==> src/rtl/wb_pkg.sv <==
// Shared definitions for the write-back stage: exception codes, the priority
// table that maps exc_vec bit positions to ecode/esubcode/BADV behaviour, FSM states.
package wb_pkg;

    localparam logic [5:0] ECODE_INT  = 6'h00;
    localparam logic [5:0] ECODE_ADE  = 6'h08;
    localparam logic [5:0] ECODE_TLBR = 6'h3F;
    localparam logic [5:0] ECODE_PIF  = 6'h03;
    localparam logic [5:0] ECODE_PPI  = 6'h07;
    localparam logic [5:0] ECODE_INE  = 6'h0D;
    localparam logic [5:0] ECODE_SYS  = 6'h0B;
    localparam logic [5:0] ECODE_BRK  = 6'h0C;
    localparam logic [5:0] ECODE_ALE  = 6'h09;

    localparam logic [8:0] ESUBCODE_NONE = 9'd0;
    localparam logic [8:0] ESUBCODE_ADEF = 9'd0;
    localparam logic [8:0] ESUBCODE_ADEM = 9'd1;

    typedef struct packed {
        logic [5:0] ecode;
        logic [8:0] esubcode;
        logic       badv_en;
        logic       badv_from_pc;
    } exc_entry_t;

    // Index = exc_vec bit position; lower index wins.
    localparam exc_entry_t EXC_TABLE [10] = '{
        '{ECODE_INT,  ESUBCODE_NONE, 1'b0, 1'b0},
        '{ECODE_ADE,  ESUBCODE_ADEF, 1'b1, 1'b1},
        '{ECODE_TLBR, ESUBCODE_NONE, 1'b1, 1'b1},
        '{ECODE_PIF,  ESUBCODE_NONE, 1'b1, 1'b1},
        '{ECODE_PPI,  ESUBCODE_NONE, 1'b1, 1'b1},
        '{ECODE_INE,  ESUBCODE_NONE, 1'b0, 1'b0},
        '{ECODE_SYS,  ESUBCODE_NONE, 1'b0, 1'b0},
        '{ECODE_BRK,  ESUBCODE_NONE, 1'b0, 1'b0},
        '{ECODE_ALE,  ESUBCODE_NONE, 1'b1, 1'b0},
        '{ECODE_ADE,  ESUBCODE_ADEM, 1'b1, 1'b0}
    };

    typedef enum logic {
        ST_RUN,
        ST_SQUASH
    } wb_state_e;

endpackage

==> src/rtl/wb_exc_prio.sv <==
// Lowest-set-bit priority encoder over the exception vector.
module wb_exc_prio #(
    parameter int NUM_EXC = 10
) (
    input  logic [NUM_EXC-1:0] exc_vec,
    output logic               exc_any,
    output logic [3:0]         exc_idx
);

    assign exc_any = |exc_vec;

    always_comb begin
        exc_idx = '0;
        for (int i = NUM_EXC - 1; i >= 0; i--) begin
            if (exc_vec[i]) exc_idx = 4'(i);
        end
    end

endmodule

==> src/rtl/wb_stage_exc.sv <==
// LoongArch write-back stage: commits register writes, resolves exceptions,
// raises ertn/refetch flushes, squashes MEM traffic after a flush, counts retires.
module wb_stage_exc #(
    parameter int NUM_EXC    = 10,
    parameter int FLUSH_HOLD = 1,
    parameter int CNT_W      = 32
) (
    input  logic               clk,
    input  logic               resetn,
    input  logic               ms_to_ws_valid,
    output logic               ws_allowin,
    input  logic [31:0]        ms_pc,
    input  logic               ms_rf_we,
    input  logic [4:0]         ms_rf_waddr,
    input  logic [31:0]        ms_rf_wdata,
    input  logic [NUM_EXC-1:0] ms_exc_vec,
    input  logic               ms_ertn,
    input  logic               ms_refetch,
    input  logic [31:0]        ms_badv,
    input  logic               csr_stall,
    output logic               rf_we,
    output logic [4:0]         rf_waddr,
    output logic [31:0]        rf_wdata,
    output logic               wb_ex,
    output logic [5:0]         wb_ecode,
    output logic [8:0]         wb_esubcode,
    output logic [31:0]        wb_pc,
    output logic [31:0]        wb_badv,
    output logic               wb_badv_we,
    output logic               ertn_flush,
    output logic               refetch_flush,
    output logic [CNT_W-1:0]   retire_cnt,
    output logic [CNT_W-1:0]   exc_cnt,
    output logic [31:0]        debug_wb_pc,
    output logic [3:0]         debug_wb_rf_we,
    output logic [4:0]         debug_wb_rf_wnum,
    output logic [31:0]        debug_wb_rf_wdata
);
    import wb_pkg::*;

    localparam int HOLD_W = $clog2(FLUSH_HOLD + 2);

    logic               ws_valid;
    logic [31:0]        ws_pc;
    logic               ws_rf_we;
    logic [4:0]         ws_rf_waddr;
    logic [31:0]        ws_rf_wdata;
    logic [NUM_EXC-1:0] ws_exc_vec;
    logic               ws_ertn;
    logic               ws_refetch;
    logic [31:0]        ws_badv;

    wb_state_e          state_q, state_d;
    logic [HOLD_W-1:0]  hold_q, hold_d;
    logic               accept;

    logic               ws_ready_go, commit, flush, capture;
    logic               exc_any;
    logic [3:0]         exc_idx;
    exc_entry_t         sel;

    wb_exc_prio #(.NUM_EXC(NUM_EXC)) u_prio (
        .exc_vec (ws_exc_vec),
        .exc_any (exc_any),
        .exc_idx (exc_idx)
    );

    assign sel         = EXC_TABLE[exc_idx];
    assign ws_ready_go = ~(ws_valid & csr_stall);
    assign ws_allowin  = ~ws_valid | ws_ready_go;
    assign commit      = ws_valid & ws_ready_go;
    assign capture     = ms_to_ws_valid & ws_allowin & accept;

    assign wb_ex         = commit & exc_any;
    assign ertn_flush    = commit & ~exc_any & ws_ertn;
    assign refetch_flush = commit & ~exc_any & ~ws_ertn & ws_refetch;
    assign flush         = wb_ex | ertn_flush | refetch_flush;

    assign wb_ecode    = wb_ex ? sel.ecode    : '0;
    assign wb_esubcode = wb_ex ? sel.esubcode : '0;
    assign wb_badv_we  = wb_ex & sel.badv_en;
    assign wb_badv     = !wb_ex ? '0 : (sel.badv_from_pc ? ws_pc : ws_badv);
    assign wb_pc       = ws_pc;

    assign rf_we    = commit & ws_rf_we & ~exc_any;
    assign rf_waddr = ws_rf_waddr;
    assign rf_wdata = ws_rf_wdata;

    assign debug_wb_pc       = ws_pc;
    assign debug_wb_rf_we    = {4{rf_we}};
    assign debug_wb_rf_wnum  = ws_rf_waddr;
    assign debug_wb_rf_wdata = ws_rf_wdata;

    // SQUASH keeps allowin high so MEM drains, but drops what it offers.
    always_comb begin
        state_d = state_q;
        hold_d  = hold_q;
        accept  = 1'b1;
        case (state_q)
            ST_RUN: begin
                if (flush && FLUSH_HOLD > 0) begin
                    state_d = ST_SQUASH;
                    hold_d  = HOLD_W'(FLUSH_HOLD);
                end
            end
            ST_SQUASH: begin
                accept = 1'b0;
                hold_d = hold_q - HOLD_W'(1);
                if (hold_q == HOLD_W'(1)) state_d = ST_RUN;
            end
            default: state_d = ST_RUN;
        endcase
    end

    always_ff @(posedge clk) begin
        if (!resetn) begin
            state_q <= ST_RUN;
            hold_q  <= '0;
        end else begin
            state_q <= state_d;
            hold_q  <= hold_d;
        end
    end

    always_ff @(posedge clk) begin
        if (!resetn) begin
            ws_valid <= 1'b0;
        end else if (flush) begin
            ws_valid <= 1'b0;
        end else if (ws_allowin) begin
            ws_valid <= ms_to_ws_valid & accept;
        end
    end

    always_ff @(posedge clk) begin
        if (!resetn) begin
            ws_pc       <= '0;
            ws_rf_we    <= 1'b0;
            ws_rf_waddr <= '0;
            ws_rf_wdata <= '0;
            ws_exc_vec  <= '0;
            ws_ertn     <= 1'b0;
            ws_refetch  <= 1'b0;
            ws_badv     <= '0;
        end else if (capture) begin
            ws_pc       <= ms_pc;
            ws_rf_we    <= ms_rf_we;
            ws_rf_waddr <= ms_rf_waddr;
            ws_rf_wdata <= ms_rf_wdata;
            ws_exc_vec  <= ms_exc_vec;
            ws_ertn     <= ms_ertn;
            ws_refetch  <= ms_refetch;
            ws_badv     <= ms_badv;
        end
    end

    always_ff @(posedge clk) begin
        if (!resetn) begin
            retire_cnt <= '0;
            exc_cnt    <= '0;
        end else begin
            if (commit & ~exc_any) retire_cnt <= retire_cnt + CNT_W'(1);
            if (wb_ex)             exc_cnt    <= exc_cnt + CNT_W'(1);
        end
    end

endmodule

==> config.mk <==
export PLATFORM = sky130hd
export DESIGN_NAME = wb_stage_exc
export DESIGN_NICKNAME = d
export VERILOG_FILES = /design/src/rtl/wb_pkg.sv /design/src/rtl/wb_exc_prio.sv /design/src/rtl/wb_stage_exc.sv
export SDC_FILE = /design/constraint.sdc
export NUM_CORES = 1
export LEC_CHECK = 0
export BUFFER_PORTS_ARGS = -buffer_cell sky130_fd_sc_hd__buf_2
export CAP_MARGIN = 20
export CORE_AREA = 2 2 148 150
export DETAILED_ROUTE_END_ITERATION = 16
export DIE_AREA = 0 0 150 152
export PLACE_DENSITY = 0.76
export REMOVE_ABC_BUFFERS = 1
export SYNTH_ARGS = -nofsm -noshare
export SYNTH_HDL_FRONTEND = slang
export SYNTH_SLANG_ARGS = --single-unit
==> constraint.sdc <==
create_clock -name clk -period 2.4 [get_ports clk]
set_input_delay 0.12 -clock clk [delete_from_list [all_inputs] [get_ports clk]]
set_output_delay 0.12 -clock clk [all_outputs]
set_load 0.1 [all_outputs]
==> qor.csv, run 1 <==
metric,value,unit
status,"complete, but fails checks",
failing checks,setup timing,
fin crit share,116,%
final setup margin,-0.376,ns
Worst R2R Setup Slack,0.10,ns
GPL Wtd Cong,0.802,
# port buffers,368,
Hold WC Path Type,input pin to register,
first-pass GRT wire length,45.6,mm
RR Startpoint,ws_exc_vec[3]$_SDFFE_PN0P_,
Final Hold Viols,0,
max cap viols,0,
top post-synthesis cells by area,"dfxtp_1, nand2_1, a21oi_1",
DRT Pass-1 Iters,5,
CP required,2.28,ns
CP Max Fanout,6,
post-synth top area share,43.2,%
Max stage delay on crit path,0.59,ns
Register-to-Register Path Depth,8,
num ports,377,
CTS Buf Count,17,
# diodes,0,
Post-synth ARST share,0,%
CP max-delay cell,or4_4,
Sink Count,182,
Post-synth EDFFs,0,
crit path kind,register to output pin,
DP Wirelength,18.5,mm
Final Non-Filler Cells,1835,
Vias per Instance,5.13,
CP endpoint kind,output pin,
GR Util met2,43.3,%
area grow syn2layout,59.4,%
worst skew pair latency,0.42,ns
Die ar.,0.0228,mm2
Pwr Density,692,mW/mm2
Initial DRC Count,554,
share of layout cells above drive strength 1,36.7,%
die height,152,um
register bit total from synthesis,182,
final WL,31.0,mm
post-synthesis instance total,1101,
Root Driver,clkbuf_16,
DR vias,9411,
final core utilization,63.0,%
GR peak layer,met2,
Post-Layout Inst Area,0.0134,mm2
Main synth FF type,dfxtp_1,
met1 Usage GRT,28.8,%
drt wl/cell,16.9,um
"critical path, cell by cell",or4_4 > a21oi_2 > o21a_4 > clkbuf_16 > nand3_2 > o21ai_1 > buf_4 > buf_12,
Hold Path Sink,ws_valid$_SDFFE_PP0N_,
startpoint type of the worst setup path,register,
Worst Tran Pin Value,0.642,ns
min-delay src,csr_stall,
minimum clock period after layout,2.78,ns
core box area,0.0214,mm2
static leakage,5.88,nW
Max-slew headroom,57.2,%
"Avg Cell Area, Syn",7.66,um2
maximum VDD drop,0.540,mV
Rows,54,
Starting Density,39.5,%
R2R Path End,retire_cnt[29]$_SDFFE_PN0P_,
placed instance area,0.0110,mm2
RSZ-0062 raised after global routing,yes,
Max Freq,360,MHz
"Clk pin slew, worst setup/hold paths",0.07,ns
Final Skew,0.00962,ns
Cell Count Post-Placement,1670,
grt ovf,0,
Placement Setup Slack,0.0507,ns
cell taking the most area after synthesis,dfxtp_1,
initial antenna violation count,0,
met3 GRT Util,6.01,%
Hold Path Stages,3,
Worst EP arrival,2.66,ns
number of unique standard cell types used by synthesis,51,
largest net degree at the start of global routing,115,
Synthesis Warnings,0,
post-synthesis sequential area ratio,43.2,%
TritonCTS clock tree,yes,
# DRC,0,
cell area after synthesis,0.00844,mm2
Die Wd,150,um
total track usage,24.7,%
final setup vio count,39,
ANT nets after route,0,
H-tree Lvls,4,
Setup Total Neg Slack,-9.45,ns
vias in the first global route,8873,
nets,1668,
Max Slew Vio Count,0,
clk buf depth,2,
cell usage in the layout (no fill, tap or decap), types with 4 or more instances in the layout:
master         count
xnor2_1           13
nor4_1             8
or3_1              7
buf_12            54
o21ai_1           15
clkbuf_16         22
nand2_1          283
dlygate4sd3_1    115
nand3_1           39
dfxtp_2            6
a21oi_1          131
and2_1             4
conb_1             8
xor2_1            37
o21ai_0            4
dfxtp_1          174
nor3_1            11
buf_2            322
buf_4             58
buf_6              7
o31ai_1            4
ha_1               4
nand3_4            6
inv_1             11
and3_1             5
inv_6              7
nor2_1            64
nand4_1           23
nand3_2           17
o21ai_2           16
o21ai_4            4
how the worst max path moves through the flow:
stage                                     from                end  slack (ns)  depth (start not counted)
floorplan           ws_exc_vec[4]$_SDFFE_PN0P_  debug_wb_rf_we[0]       -2.63                          3
global placement    ws_exc_vec[9]$_SDFFE_PN0P_        wb_badv[28]        0.11                          9
detailed placement  ws_exc_vec[9]$_SDFFE_PN0P_        wb_badv[28]        0.05                          9
CTS                 ws_exc_vec[9]$_SDFFE_PN0P_        wb_badv[27]       -0.27                         12
global route        ws_exc_vec[9]$_SDFFE_PN0P_        wb_badv[11]       -0.47                         12
finish              ws_exc_vec[3]$_SDFFE_PN0P_        wb_badv[11]       -0.38                          8
metal layers:
metal  share of wire (%)  routed length [um]
met4                 3.7                1140
met2                  51               15900
met1                  39               12000
met5                   0                   0
met3                 6.4                2000
power by group:
part	switching (mW)	leakage (nW)	internal (mW)
sequential	0.149	1.49	3.16
combinational	2.32	4.12	0.919
clock	1.33	0.279	1.43
worst max-delay path, delay by kind of cell (launching register included):
family / cells / cell delay (ns)
AO/OA/AOI/OAI: 3 / 0.68
flip-flops: 1 / 0.37
buffers and inverters: 3 / 0.51
AND/OR/NAND/NOR: 2 / 0.67
kinds of logic (layout without fill, tap and decap cells):
logic type	Yosys count	in the layout	share of synthesized area, %
buf+inv	164	610	11.1
flops	182	182	43.2
other cells	1	8	0.0444
compound gates	191	192	12.2
fa+ha+maj	8	8	1.19
mux	2	2	0.237
simple gates	503	503	26.8
xor+xnor	50	50	5.19
state kept, by name, indices dropped and copies added, names as in the netlist, 2 cells and up:
signal,flops
debug_wb_pc,32
debug_wb_rf_wdata,32
debug_wb_rf_wnum,5
exc_cnt,32
hold_q,2
retire_cnt,32
ws_badv,32
ws_exc_vec,10
cell usage after synthesis (all sizes together) (7+ instances only):
library cell	instances
nand2	286
xnor2	13
o21ai	39
dfxtp	182
a21oi	132
nand4	24
nand3	62
buf	102
xor2	37
clkbuf	47
nor4	13
nor3	12
or3	7
ha	8
inv	14
nor2	66
layout make-up:
cell class                      instances  area (um2)
Tap cell                              280         350
Fill cell                            1760        7900
Clock inverter                         12         113
Multi-Input combinational cell        763        4290
Timing Repair Buffer                  563        4510
Sequential cell                       182        3660
Inverter                               15        61.3
Clock buffer                           20         457
stage by stage:
stage / power (mW) / hold WS [ns]
2_1_floorplan: 5.20 / 0.242
3_3_place_gp: 5.85 / 0.359
3_5_place_dp: 5.88 / 0.365
4_1_cts: 8.96 / 0.0600
5_1_grt: 9.63 / 0.121
6_report: 9.31 / 0.0963
timing repair:
action | 4_1_cts | 5_1_grt
endpoints found under the hold margin | 116 | 0
pin swaps | 13 | 8
resized for setup | 68 | 68
gates cloned | 1 | 8
endpoints found under the setup margin | 46 | 53
hold buffers | 115 | 0
setup buffers | 11 | 4
(Power assumes the default switching activity.)
==> run 2: changes to the inputs <==
ABC_AREA = 1   (was not set)
CORE_AREA = 2 2 146 148   (was 2 2 148 150)
DIE_AREA = 0 0 148 150   (was 0 0 150 152)
PLACE_DENSITY = 0.83   (was 0.76)
==> run 2 against run 1 <==
  * The flow still finishes with violations (setup timing)
  * Final cell count grew 13%
  * Clock power grew 7%
  * Sequential share of layout area shrank 1.5 points
  * First-iteration DRC count increased by 54%
  * Critical path type unchanged
  * Largest cell class is now multi-input combinational cells
  * Largest power group is now combinational cells
  * Highest routed layer unchanged
==> qor.csv, run 2 <==
metric,value,unit,change
Post-synth EDFFs,0,,unchanged
most frequent cells in the layout,"nor2_1, buf_2, nand2_1",,
CTS Buf Count,17,,unchanged
number of unique standard cell types used by synthesis,37,,-27%
DR WL met3,4.27,mm,+110%
vias in the first global route,10386,,+17%
area grow syn2layout,51.6,%,
Starting Density,45.2,%,+5.7 points
Compound-Gate Fraction of Synth Area,12.9,%,+0.63 points
static leakage,6.13,nW,+4.1%
Die Wd,148,um,-1.3%
top-count cell post-synth,nor2_1,,
Worst EP arrival,3.07,ns,+0.41 ns
routed wl met2,18.6,mm,+17%
Rows,53,,-1.9%
RSZ-0062 raised after global routing,yes,,
GPL Wtd Cong,0.903,,+13%
fin crit share,133,%,+17 points
Post-synth ARST share,0,%,unchanged
first-pass GRT wire length,54.8,mm,+20%
Root Driver,clkbuf_16,,
minimum clock period after layout,3.19,ns,+0.415 ns
"commonest non-fill, non-tap cell in the layout",nor2_1,,
Pwr Density,753,mW/mm2,+8.7%
Synthesis Warnings,0,,unchanged
# DRC,0,,unchanged
CP endpoint kind,output pin,,
status,"complete, but fails checks",,
register bit total from synthesis,182,,unchanged
"Clk pin slew, worst setup/hold paths",0.07,ns,about the same
DP Wirelength,22.2,mm,+20%
CP required,2.28,ns,about the same
final WL,39.9,mm,+29%
DR top layer,met4,,
post-synthesis sequential area ratio,39.0,%,-4.2 points
Die ar.,0.0222,mm2,-2.6%
Max-slew headroom,43.9,%,-13 points
"Avg Cell Area, Syn",6.69,um2,-13%
"critical path, cell by cell",inv_2 > o21ai_2 > nand2_1 > nand2_1 > nand2_1 > nand2_1 > nand2_1 > nand2_2 > nand2_2 > ha_4 > o21ai_4 > buf_6 > nand3_1 > a21oi_4 > buf_12,,
Main synth FF type,dfxtp_1,,
Final Hold Viols,0,,unchanged
final setup margin,-0.791,ns,-0.415 ns
Max Slew Vio Count,0,,unchanged
initial antenna violation count,4,,+4
CP Max Fanout,14,,+8
M1 WL,14.2,mm,+18%
die height,150,um,-1.3%
total track usage,31.0,%,+6.2 points
top post-synthesis cells by area,"dfxtp_1, nor2_1, nand2_1",,
core box area,0.0207,mm2,-3.1%
post-synthesis instance total,1397,,+27%
adder-cell share of the synthesized area,1.07,%,-0.12 points
final core utilization,68.5,%,+5.5 points
Most common cell on crit path,nand2_1,,
Setup Total Neg Slack,-11.61,ns,-2.16 ns
num ports,377,,unchanged
Initial DRC Count,853,,+54%
post-synthesis simple-gate area fraction,33.2,%,+6.4 points
cell taking the most area after synthesis,dfxtp_1,,
grt ovf,0,,unchanged
nets,1915,,+15%
worst skew pair latency,0.44,ns,+0.02 ns
mux cell area share after synthesis,0,%,-0.24 points
startpoint type of the worst setup path,register,,
final setup vio count,35,,-10%
post-synth top area share,39.0,%,-4.2 points
H-tree Lvls,4,,unchanged
largest net degree at the start of global routing,137,,+19%
"top cells by count, synth","nor2_1, nand2_1, dfxtp_1",,
cell area after synthesis,0.00935,mm2,+11%
DR vias,11276,,+20%
TritonCTS clock tree,yes,,
Hold WC Path Type,input pin to register,,
DRT Pass-1 Iters,6,,+1
Tot Pwr,10.7,mW,+15%
Vias per Instance,5.42,,+5.7%
largest family of logic cells by synthesized area,simple AND/OR/NAND/NOR gates,,
failing checks,setup timing,,
ANT nets after route,0,,unchanged
crit path kind,register to output pin,,
drt wl/cell,19.2,um,+13%
Final Skew,0.0228,ns,+0.0132 ns
Max stage delay on crit path,0.46,ns,-0.13 ns
CP max-delay cell,a21oi_4,,
Worst Tran Pin Value,0.840,ns,+0.198 ns
max cap viols,0,,unchanged
Sink Count,182,,unchanged
Post-Synth XOR/XNOR Area,1.59,%,-3.6 points
share of layout cells above drive strength 1,31.3,%,-5.4 points
# port buffers,368,,unchanged
Max Freq,313,MHz,-13%
clk buf depth,2,,unchanged
maximum VDD drop,0.559,mV,+3.5%
==> run 2: changes by cell type after synthesis, sizes merged, moves of 16 or more <==
cell   before  now
nand2     286  303
o21ai      39  130
xor2       37   11
nand4      24    8
inv        14   56
a21oi     132   87
nor2       66  358
==> run 2: power by group <==
| group | switching [mW] | total (mW) | leakage (nW) | internal, mW |
|---|---|---|---|---|
| sequential | 0.244 | 3.46 | 1.50 | 3.22 |
| clock | 1.28 | 2.95 | 0.296 | 1.66 |
| combinational | 3.19 | 4.25 | 4.34 | 1.07 |
| total | 4.71 | 10.7 | 6.13 | 5.95 |
==> run 2: worst paths after layout <==
kind	cells after the start	slack, ns	end	startpoint
setup / recovery	15	-0.79	wb_badv[13]	ws_exc_vec[9]$_SDFFE_PN0P_
hold / removal	3	0.01	ws_exc_vec[9]$_SDFFE_PN0P_	ms_exc_vec[9]
hold reg to reg	2	0.46	ws_rf_we$_SDFFE_PN0P_	ws_rf_we$_SDFFE_PN0P_
setup reg to reg	6	0.28	debug_wb_rf_wdata[13]$_SDFFE_PN0P_	state_q$_SDFF_PN0_
==> run 2: final cells by class <==
class,count,area [um2]
fill,1571,6520
antenna,4,10.0
tap,275,344
timing repair buffer,513,4100
multi-input combinational,1019,5240
clock buffer,19,433
clock inverter,12,170
sequential,182,3650
inverter,56,219
==> run 2: logic make-up (layout without fill, tap and decap cells) <==
| logic type | after synthesis | count (layout) |
|---|---|---|
| compound gates | 231 | 231 |
| xor+xnor | 17 | 17 |
| fa+ha+maj | 8 | 8 |
| buf+inv | 203 | 600 |
| flops | 182 | 182 |
| other cells | 1 | 12 |
| simple gates | 755 | 755 |
==> run 2: timing repair <==
| item | in CTS | in global routing |
|---|---|---|
| endpoints found under the hold margin | 108 | 0 |
| buffers inserted | 7 | 10 |
| pin swaps | 11 | 25 |
| gates resized for setup | 97 | 77 |
| setup endpoints to repair | 39 | 40 |
| hold buffers | 108 | 0 |
| gates cloned | 6 | 2 |
==> run 2: metrics by stage <==
step | worst slack [ns] | cells | hold WS (ns) | cell area (um2)
2_1_floorplan | -4.86 | 1257 | 0.241 | 8440
3_3_place_gp | 0.0754 | 1916 | 0.367 | 11500
3_5_place_dp | -0.0689 | 1916 | 0.375 | 11500
4_1_cts | -0.344 | 2068 | 0.00396 | 13800
5_1_grt | -0.883 | 2079 | 0.0330 | 14200
6_report | -0.791 | 2080 | 0.0124 | 14200
==> run 2: layer usage <==
layer,GRT usage (%),vias up
met5,0,-
met4,18.5,0
met3,6.92,232
met2,52.5,741
met1,35.8,5146
li1,-,5157
==> run 2: worst max-delay path, delay by kind of cell, from the launching register on <==
family,cells,cell delay (ns)
and+or+nand+nor,8,0.80
DFF,1,0.34
buffers and inverters,3,0.51
AOI/OAI and AO/OA,3,0.80
adders and majority gates,1,0.18
